`src/rtl/nsum_sched_pkg.sv`:
```
// Shared types and default sizes for the NSum scheduler.
// State encoding plus width/timeout defaults used by the interface and top.
package nsum_sched_pkg;
    localparam int NREQ_DEF    = 4;
    localparam int N_W_DEF     = 3;
    localparam int SUM_W_DEF   = 4;
    localparam int TIMEOUT_DEF = 16;

    typedef enum logic [1:0] {IDLE, DISPATCH, WAIT, RESP} state_t;
endpackage

```
`src/rtl/nsum_sched_if.sv`:
```
// Requester and engine bundle for nsum_sched; master = clients/engine side, slave = scheduler.
// req_n packs requester k at bits [k*N_W +: N_W]; rsp_sum is shared, qualified by one-hot rsp_valid.
interface nsum_sched_if
    import nsum_sched_pkg::*;
#(
    parameter int NREQ  = NREQ_DEF,
    parameter int N_W   = N_W_DEF,
    parameter int SUM_W = SUM_W_DEF
);
    logic [NREQ-1:0]     req_valid;
    logic [NREQ*N_W-1:0] req_n;
    logic [NREQ-1:0]     req_ready;
    logic [NREQ-1:0]     rsp_valid;
    logic [SUM_W-1:0]    rsp_sum;
    logic                rsp_err;
    logic [NREQ-1:0]     rsp_ready;
    logic [N_W-1:0]      eng_n;
    logic                eng_n_valid;
    logic                eng_reset;
    logic [SUM_W-1:0]    eng_sum;
    logic                eng_sum_valid;

    modport master (
        output req_valid, req_n, rsp_ready, eng_sum, eng_sum_valid,
        input  req_ready, rsp_valid, rsp_sum, rsp_err, eng_n, eng_n_valid, eng_reset
    );

    modport slave (
        input  req_valid, req_n, rsp_ready, eng_sum, eng_sum_valid,
        output req_ready, rsp_valid, rsp_sum, rsp_err, eng_n, eng_n_valid, eng_reset
    );
endinterface

```
`src/rtl/nsum_sched_rr_arbiter.sv`:
```
// Round-robin pick: first asserted request at or above ptr, wrapping; combinational.
// Produces one-hot grant, its index, and an any-request flag.
module rr_arbiter #(
    parameter int NREQ  = 4,
    parameter int IDX_W = 2
) (
    input  logic [NREQ-1:0]  req,
    input  logic [IDX_W-1:0] ptr,
    output logic [NREQ-1:0]  grant,
    output logic [IDX_W-1:0] idx,
    output logic             any
);
    int k;

    always_comb begin
        grant = '0;
        idx   = '0;
        any   = 1'b0;
        k     = 0;
        for (int i = 0; i < NREQ; i++) begin
            k = int'(ptr) + i;
            if (k >= NREQ) k = k - NREQ;
            if (!any && req[k]) begin
                any      = 1'b1;
                grant[k] = 1'b1;
                idx      = IDX_W'(k);
            end
        end
    end
endmodule

```
`src/rtl/nsum_sched.sv`:
```
// Shares one NSum engine among NREQ requesters: accept (comb ready) -> dispatch -> wait -> respond; N>=1 responds A+N+3, N=0 A+1.
// Response held until owner's rsp_ready; optional engine watchdog under NSUM_SCHED_TIMEOUT_EN.
module nsum_sched
    import nsum_sched_pkg::*;
#(
    parameter int NREQ  = NREQ_DEF,
    parameter int N_W   = N_W_DEF,
    parameter int SUM_W = SUM_W_DEF
`ifdef NSUM_SCHED_TIMEOUT_EN
    ,
    parameter int TIMEOUT = TIMEOUT_DEF
`endif
) (
    input logic         clk,
    input logic         reset,
    nsum_sched_if.slave bus
);
    localparam int IDX_W = (NREQ > 1) ? $clog2(NREQ) : 1;

    state_t           state;
    logic [IDX_W-1:0] rr_ptr;
    logic [IDX_W-1:0] owner;
    logic [IDX_W-1:0] g_idx;
    logic [IDX_W-1:0] next_ptr;
    logic [NREQ-1:0]  grant;
    logic [NREQ-1:0]  owner_oh;
    logic [NREQ-1:0]  rsp_valid_q;
    logic             any_req;
    logic [N_W-1:0]   g_n;
    logic [N_W-1:0]   eng_n_q;
    logic             eng_n_valid_q;
    logic [SUM_W-1:0] rsp_sum_q;

    rr_arbiter #(.NREQ(NREQ), .IDX_W(IDX_W)) u_arb (
        .req   (bus.req_valid),
        .ptr   (rr_ptr),
        .grant (grant),
        .idx   (g_idx),
        .any   (any_req)
    );

    assign g_n      = bus.req_n[int'(g_idx)*N_W +: N_W];
    assign owner_oh = {{(NREQ-1){1'b0}}, 1'b1} << owner;
    assign next_ptr = (owner == IDX_W'(NREQ - 1)) ? '0 : owner + 1'b1;

    assign bus.req_ready   = (state == IDLE && !reset) ? grant : '0;
    assign bus.rsp_valid   = rsp_valid_q;
    assign bus.rsp_sum     = rsp_sum_q;
    assign bus.eng_n       = eng_n_q;
    assign bus.eng_n_valid = eng_n_valid_q;

`ifdef NSUM_SCHED_TIMEOUT_EN
    localparam int TO_W = $clog2(TIMEOUT + 1);
    logic [TO_W-1:0] to_cnt;
    logic            to_pulse;
    logic            err_q;

    assign bus.eng_reset = reset | to_pulse;
    assign bus.rsp_err   = err_q;
`else
    assign bus.eng_reset = reset;
    assign bus.rsp_err   = 1'b0;
`endif

    always_ff @(posedge clk) begin
        if (reset) begin
            state         <= IDLE;
            rr_ptr        <= '0;
            owner         <= '0;
            rsp_valid_q   <= '0;
            rsp_sum_q     <= '0;
            eng_n_q       <= '0;
            eng_n_valid_q <= 1'b0;
`ifdef NSUM_SCHED_TIMEOUT_EN
            to_cnt        <= '0;
            to_pulse      <= 1'b0;
            err_q         <= 1'b0;
`endif
        end else begin
`ifdef NSUM_SCHED_TIMEOUT_EN
            to_pulse <= 1'b0;
`endif
            case (state)
                IDLE: begin
                    if (any_req) begin
                        owner <= g_idx;
                        // The engine never terminates for N=0, so answer it directly.
                        if (g_n == '0) begin
                            state       <= RESP;
                            rsp_valid_q <= grant;
                            rsp_sum_q   <= '0;
`ifdef NSUM_SCHED_TIMEOUT_EN
                            err_q       <= 1'b0;
`endif
                        end else begin
                            state         <= DISPATCH;
                            eng_n_q       <= g_n;
                            eng_n_valid_q <= 1'b1;
                        end
                    end
                end
                DISPATCH: begin
                    // Engine reloads N every idle cycle; N must return to 0 after the start pulse.
                    state         <= WAIT;
                    eng_n_q       <= '0;
                    eng_n_valid_q <= 1'b0;
`ifdef NSUM_SCHED_TIMEOUT_EN
                    to_cnt        <= '0;
`endif
                end
                WAIT: begin
                    if (bus.eng_sum_valid) begin
                        state       <= RESP;
                        rsp_valid_q <= owner_oh;
                        rsp_sum_q   <= bus.eng_sum;
`ifdef NSUM_SCHED_TIMEOUT_EN
                        err_q       <= 1'b0;
                    end else if (to_cnt == TO_W'(TIMEOUT - 1)) begin
                        state       <= RESP;
                        rsp_valid_q <= owner_oh;
                        rsp_sum_q   <= '0;
                        err_q       <= 1'b1;
                        to_pulse    <= 1'b1;
                    end else begin
                        to_cnt <= to_cnt + 1'b1;
`endif
                    end
                end
                RESP: begin
                    if (bus.rsp_ready[owner]) begin
                        state       <= IDLE;
                        rsp_valid_q <= '0;
                        rr_ptr      <= next_ptr;
                    end
                end
                default: state <= IDLE;
            endcase
        end
    end
endmodule

```
`src/flat_wrapper.sv`:
```
// flat-port wrapper written by rule: the top's interface ports become plain ports
module nsum_sched_flat import nsum_sched_pkg::*;
#(
    parameter int NREQ  = NREQ_DEF,
    parameter int N_W   = N_W_DEF,
    parameter int SUM_W = SUM_W_DEF

)
  (clk, reset, bus_req_valid, bus_req_n, bus_rsp_ready, bus_eng_sum, bus_eng_sum_valid, bus_req_ready, bus_rsp_valid, bus_rsp_sum, bus_rsp_err, bus_eng_n, bus_eng_n_valid, bus_eng_reset);
  nsum_sched_if #(.NREQ(NREQ), .N_W(N_W), .SUM_W(SUM_W)) bus_i ();
  input logic clk;
  input logic reset;
  input wire logic [$bits(bus_i.req_valid)-1:0] bus_req_valid;
  input wire logic [$bits(bus_i.req_n)-1:0] bus_req_n;
  input wire logic [$bits(bus_i.rsp_ready)-1:0] bus_rsp_ready;
  input wire logic [$bits(bus_i.eng_sum)-1:0] bus_eng_sum;
  input wire logic [$bits(bus_i.eng_sum_valid)-1:0] bus_eng_sum_valid;
  output wire logic [$bits(bus_i.req_ready)-1:0] bus_req_ready;
  output wire logic [$bits(bus_i.rsp_valid)-1:0] bus_rsp_valid;
  output wire logic [$bits(bus_i.rsp_sum)-1:0] bus_rsp_sum;
  output wire logic [$bits(bus_i.rsp_err)-1:0] bus_rsp_err;
  output wire logic [$bits(bus_i.eng_n)-1:0] bus_eng_n;
  output wire logic [$bits(bus_i.eng_n_valid)-1:0] bus_eng_n_valid;
  output wire logic [$bits(bus_i.eng_reset)-1:0] bus_eng_reset;
  assign bus_i.req_valid = bus_req_valid;
  assign bus_i.req_n = bus_req_n;
  assign bus_i.rsp_ready = bus_rsp_ready;
  assign bus_i.eng_sum = bus_eng_sum;
  assign bus_i.eng_sum_valid = bus_eng_sum_valid;
  assign bus_req_ready = bus_i.req_ready;
  assign bus_rsp_valid = bus_i.rsp_valid;
  assign bus_rsp_sum = bus_i.rsp_sum;
  assign bus_rsp_err = bus_i.rsp_err;
  assign bus_eng_n = bus_i.eng_n;
  assign bus_eng_n_valid = bus_i.eng_n_valid;
  assign bus_eng_reset = bus_i.eng_reset;
  nsum_sched #(.NREQ(NREQ), .N_W(N_W), .SUM_W(SUM_W)) u_core (.clk(clk), .reset(reset), .bus(bus_i));
endmodule
```
`config.mk`:
```
export PLATFORM = sky130hd
export DESIGN_NAME = nsum_sched_flat
export DESIGN_NICKNAME = d
export VERILOG_FILES = /design/src/rtl/nsum_sched_pkg.sv /design/src/rtl/nsum_sched_if.sv /design/src/rtl/nsum_sched_rr_arbiter.sv /design/src/rtl/nsum_sched.sv /design/src/flat_wrapper.sv
export SDC_FILE = /design/constraint.sdc
export NUM_CORES = 1
export LEC_CHECK = 0
export ABC_CLOCK_PERIOD_IN_PS = 7100
export CAP_MARGIN = 10
export CORE_MARGIN = 2
export CORE_UTILIZATION = 45
export DETAILED_ROUTE_END_ITERATION = 12
export GPL_TIMING_DRIVEN = 0
export PLACE_DENSITY = 0.76
export SLEW_MARGIN = 20
export SYNTH_ARGS = -nofsm -noshare
export SYNTH_HDL_FRONTEND = slang
export SYNTH_SLANG_ARGS = --single-unit
```
`constraint.sdc`:
```
create_clock -name clk -period 7.1 [get_ports clk]
set_input_delay 1.42 -clock clk [delete_from_list [all_inputs] [get_ports clk]]
set_output_delay 1.42 -clock clk [all_outputs]
set_load 0.05 [all_outputs]
```
==> results.cfg <==
[route]
route.met3.wl_um = 238
detail_route.vias_per_cell = 5.66
drc = 0
top_layer_used = met4
drt-initial-drc-count = 102
routed-wl-met2_um = 1680
post_drt_wl_per_cell_um = 13.7
wl_met1_um = 1870
dr.pass1.iters = 4
finalWirelength_um = 3820
drtAntennaViolNets = 0
vias = 1579

[setup_path]
path_max_fanout = 9
r2r_cells = 11
slowest_stage = clkdlybuf4s50_1
required_ns = 5.68
critPathTopFamily = buffers and inverters
crit_end = bus_req_ready[2]
crit_path_end_kind = output port
worstSetupStartpoint = bus_req_valid[1]
worstSetupPathType = input port to output port
path_buf_inv = 2
cp.depth = 8
regToRegStartpoint = u_core.rr_ptr[0]
path_cells = clkdlybuf4s50_1 -> mux4_2 -> nor2b_1 -> a22oi_1 -> nor2_1 -> a221oi_1 -> nor2_1 -> clkdlybuf4s50_1
start_kind = input port
cp.arrival_ns = 4.22
rrSetupSlack_ns = 3.21
timing.rr.end = u_core.bus.rsp_valid[2]
max_stage_delay_ns = 0.81

[finish]
fillCellCount = 313
area_growth_pct = 31.3
antenna_cells = 0
multiInputGateArea_mm2 = 0.00114
ff_latch_area_um2 = 360
drive_gt1_frac = 0.120
finalNetCount = 276

[synth]
async_flop_share = 0
ys_warn_count = 0
syn_inst = 188
syn_area_mm2 = 0.00160
synth-seq-cells = 18
ys_top_cells_by_count = nor2_1 (22), dfxtp_1 (18), ha_1 (14), inv_1 (14), nand2_1 (14)
synth_edf_count = 0
synth.most_common_cell = nor2_1
ys_types = 50
synth_area_leader_cell = dfxtp_1
avgSynthCellArea_um2 = 8.52
dominantRegCellSynth = dfxtp_1
yosys-top-cells-area = dfxtp_1 (23%), ha_1 (11%), mux4_2 (7.0%), nor2_1 (5.2%), a221oi_1 (4.4%)
netlist.area_leader.share = 0.225
ys_seq_area_frac = 0.225
syn_nets = 229

[placed_design]
dpl_worst_slack_ns = 1.50
portBuffers = 42
dpl.hpwl_um = 2990
gp_congestion = 0.865

[clock_network]
post_cts.repair.setup_buffers = 0
cts_tree = done
cts_buffers = 3
htreeDepth = 1
path_clk_slew_ns = 0.10
postCtsResizedCells = 0
clock_latency_ns = 0.29
cts-root-buf = clkbuf_4
cts.sinks = 18
ctsHoldBuffers = 0
cts_buffer_depth = 2

[worst_hold_path]
holdPathStages = 2
hp-class = flip-flop to flip-flop

[global_route]
grt_pass1_vias = 1398
overflow = 0
track_usage = 0.198
grt_pass1_wl_um = 6480
grt_max_degree = 11
antenna_found_initial = 0

[sta]
fin_crit_sh = 0.794
fmax_mhz = 177
worst_slew_margin_rel = 0.558
fin_ws_ns = 1.46
worst_pin_slew_ns = 0.657
finalCriticalPeriod_ns = 5.64
rsz0062_at_grt = false
finalSetupViolations = 0
skew_ns = 0.00594
slew_violations = 0
fin_tns_setup_ns = 0
hold_violations = 0

[power]
cellPowerDensity_mw_per_mm2 = 297
ir_drop_mv = 0.260
power_leakage_nw = 0.780

[status]
status = finished, final reports clean

[floorplanning]
design.core.area_mm2 = 0.00339
start_util = 0.472
num_rows = 21
ios = 45
die_w_um = 63.7
die-area_mm2 = 0.00405
fp.dieH_um = 63.7

[job]
drv_cap = 0
[tightest hold or removal path, delay by kind of cell, from the launching register on]
family          cells  cell delay, ns
compound gates      1            0.06
buf+inv             1            0.05
flops               1            0.32
[final cells by class]
class,count,share of cell area
Buffer,8,0.0226
Clock buffer,3,0.0107
Inverter,14,0.0250
Multi-Input combinational cell,148,0.543
Sequential cell,18,0.171
Tap cell,46,0.0274
Timing Repair Buffer,42,0.200
[worst min path at each step]
stage	startpoint	endpoint	slack, ns
after global routing	u_core.bus.rsp_valid[3]	u_core.bus.rsp_valid[3]	0.49
after global placement	u_core.bus.rsp_valid[1]	u_core.bus.rsp_valid[1]	0.46
after CTS	u_core.bus.rsp_valid[0]	u_core.bus.rsp_valid[0]	0.48
after floorplan	u_core.state[0]	u_core.state[0]	0.53
after detailed placement	u_core.bus.rsp_valid[0]	u_core.bus.rsp_valid[0]	0.46
final	u_core.bus.rsp_valid[3]	u_core.bus.rsp_valid[3]	0.47
[logic make-up after synthesis]
kind of cell	count (synthesis)	synth area share
multiplexers	9	0.0969
adder cells (fa/ha/maj)	14	0.109
buffers and inverters	22	0.0625
AND/OR/NAND/NOR	66	0.213
AO/OA/AOI/OAI	58	0.291
other	1	0.00234
flip-flops	18	0.225
[layer usage]
metal | vias up | global-route usage
li1 | 801 | -
met1 | 720 | 0.291
met2 | 54 | 0.300
met3 | 4 | 0.0411
met4 | 0 | 0.0326
met5 | - | 0
[power breakdown]
part / switching (W) / internal, W
logic: 0.000263 / 0.000161
registers: 0.0000206 / 0.000130
clock network: 0.0000300 / 0.0000197
total: 0.000314 / 0.000310
[metrics by stage]
stage / hold WS [ns] / instances / power (W) / utilization / cell area, um^2
finish: 0.473 / 279 / 0.000624 / 0.620 / 2100
global placement: 0.459 / 276 / 0.000570 / 0.614 / 2080
global route: 0.493 / 279 / 0.000675 / 0.620 / 2100
CTS: 0.477 / 279 / 0.000623 / 0.620 / 2100
floorplan: 0.526 / 188 / 0.000461 / - / 1600
detailed placement: 0.462 / 276 / 0.000573 / 0.614 / 2080
[cell usage in the layout, fill, tap and decap left out, types with 3 or more instances in the layout]
cell / synthesis / final
inv_1: 14 / 14
nor3_1: 8 / 8
nand2_1: 14 / 14
dfxtp_1: 18 / 18
ha_1: 14 / 14
a22oi_1: 4 / 4
clkbuf_4: 0 / 3
a211oi_1: 7 / 7
mux4_2: 5 / 5
o2111ai_1: 4 / 4
a21oi_1: 4 / 4
nor2_1: 22 / 22
o21ai_1: 8 / 8
nor3b_1: 3 / 3
clkbuf_1: 3 / 3
nand3_1: 3 / 3
a211oi_2: 5 / 5
clkdlybuf4s50_1: 0 / 42
a221oi_1: 8 / 8
[flip-flops by register name, indices dropped and copies added (netlist names)]
| register | count |
|---|---|
| u_core.state | 2 |
| u_core.bus.rsp_valid | 4 |
| u_core.owner | 2 |
| u_core.rr_ptr | 2 |
| u_core.bus.eng_n | 3 |
| u_core.bus.eng_n_valid | 1 |
| u_core.bus.rsp_sum | 4 |
(Power assumes the default switching activity.)
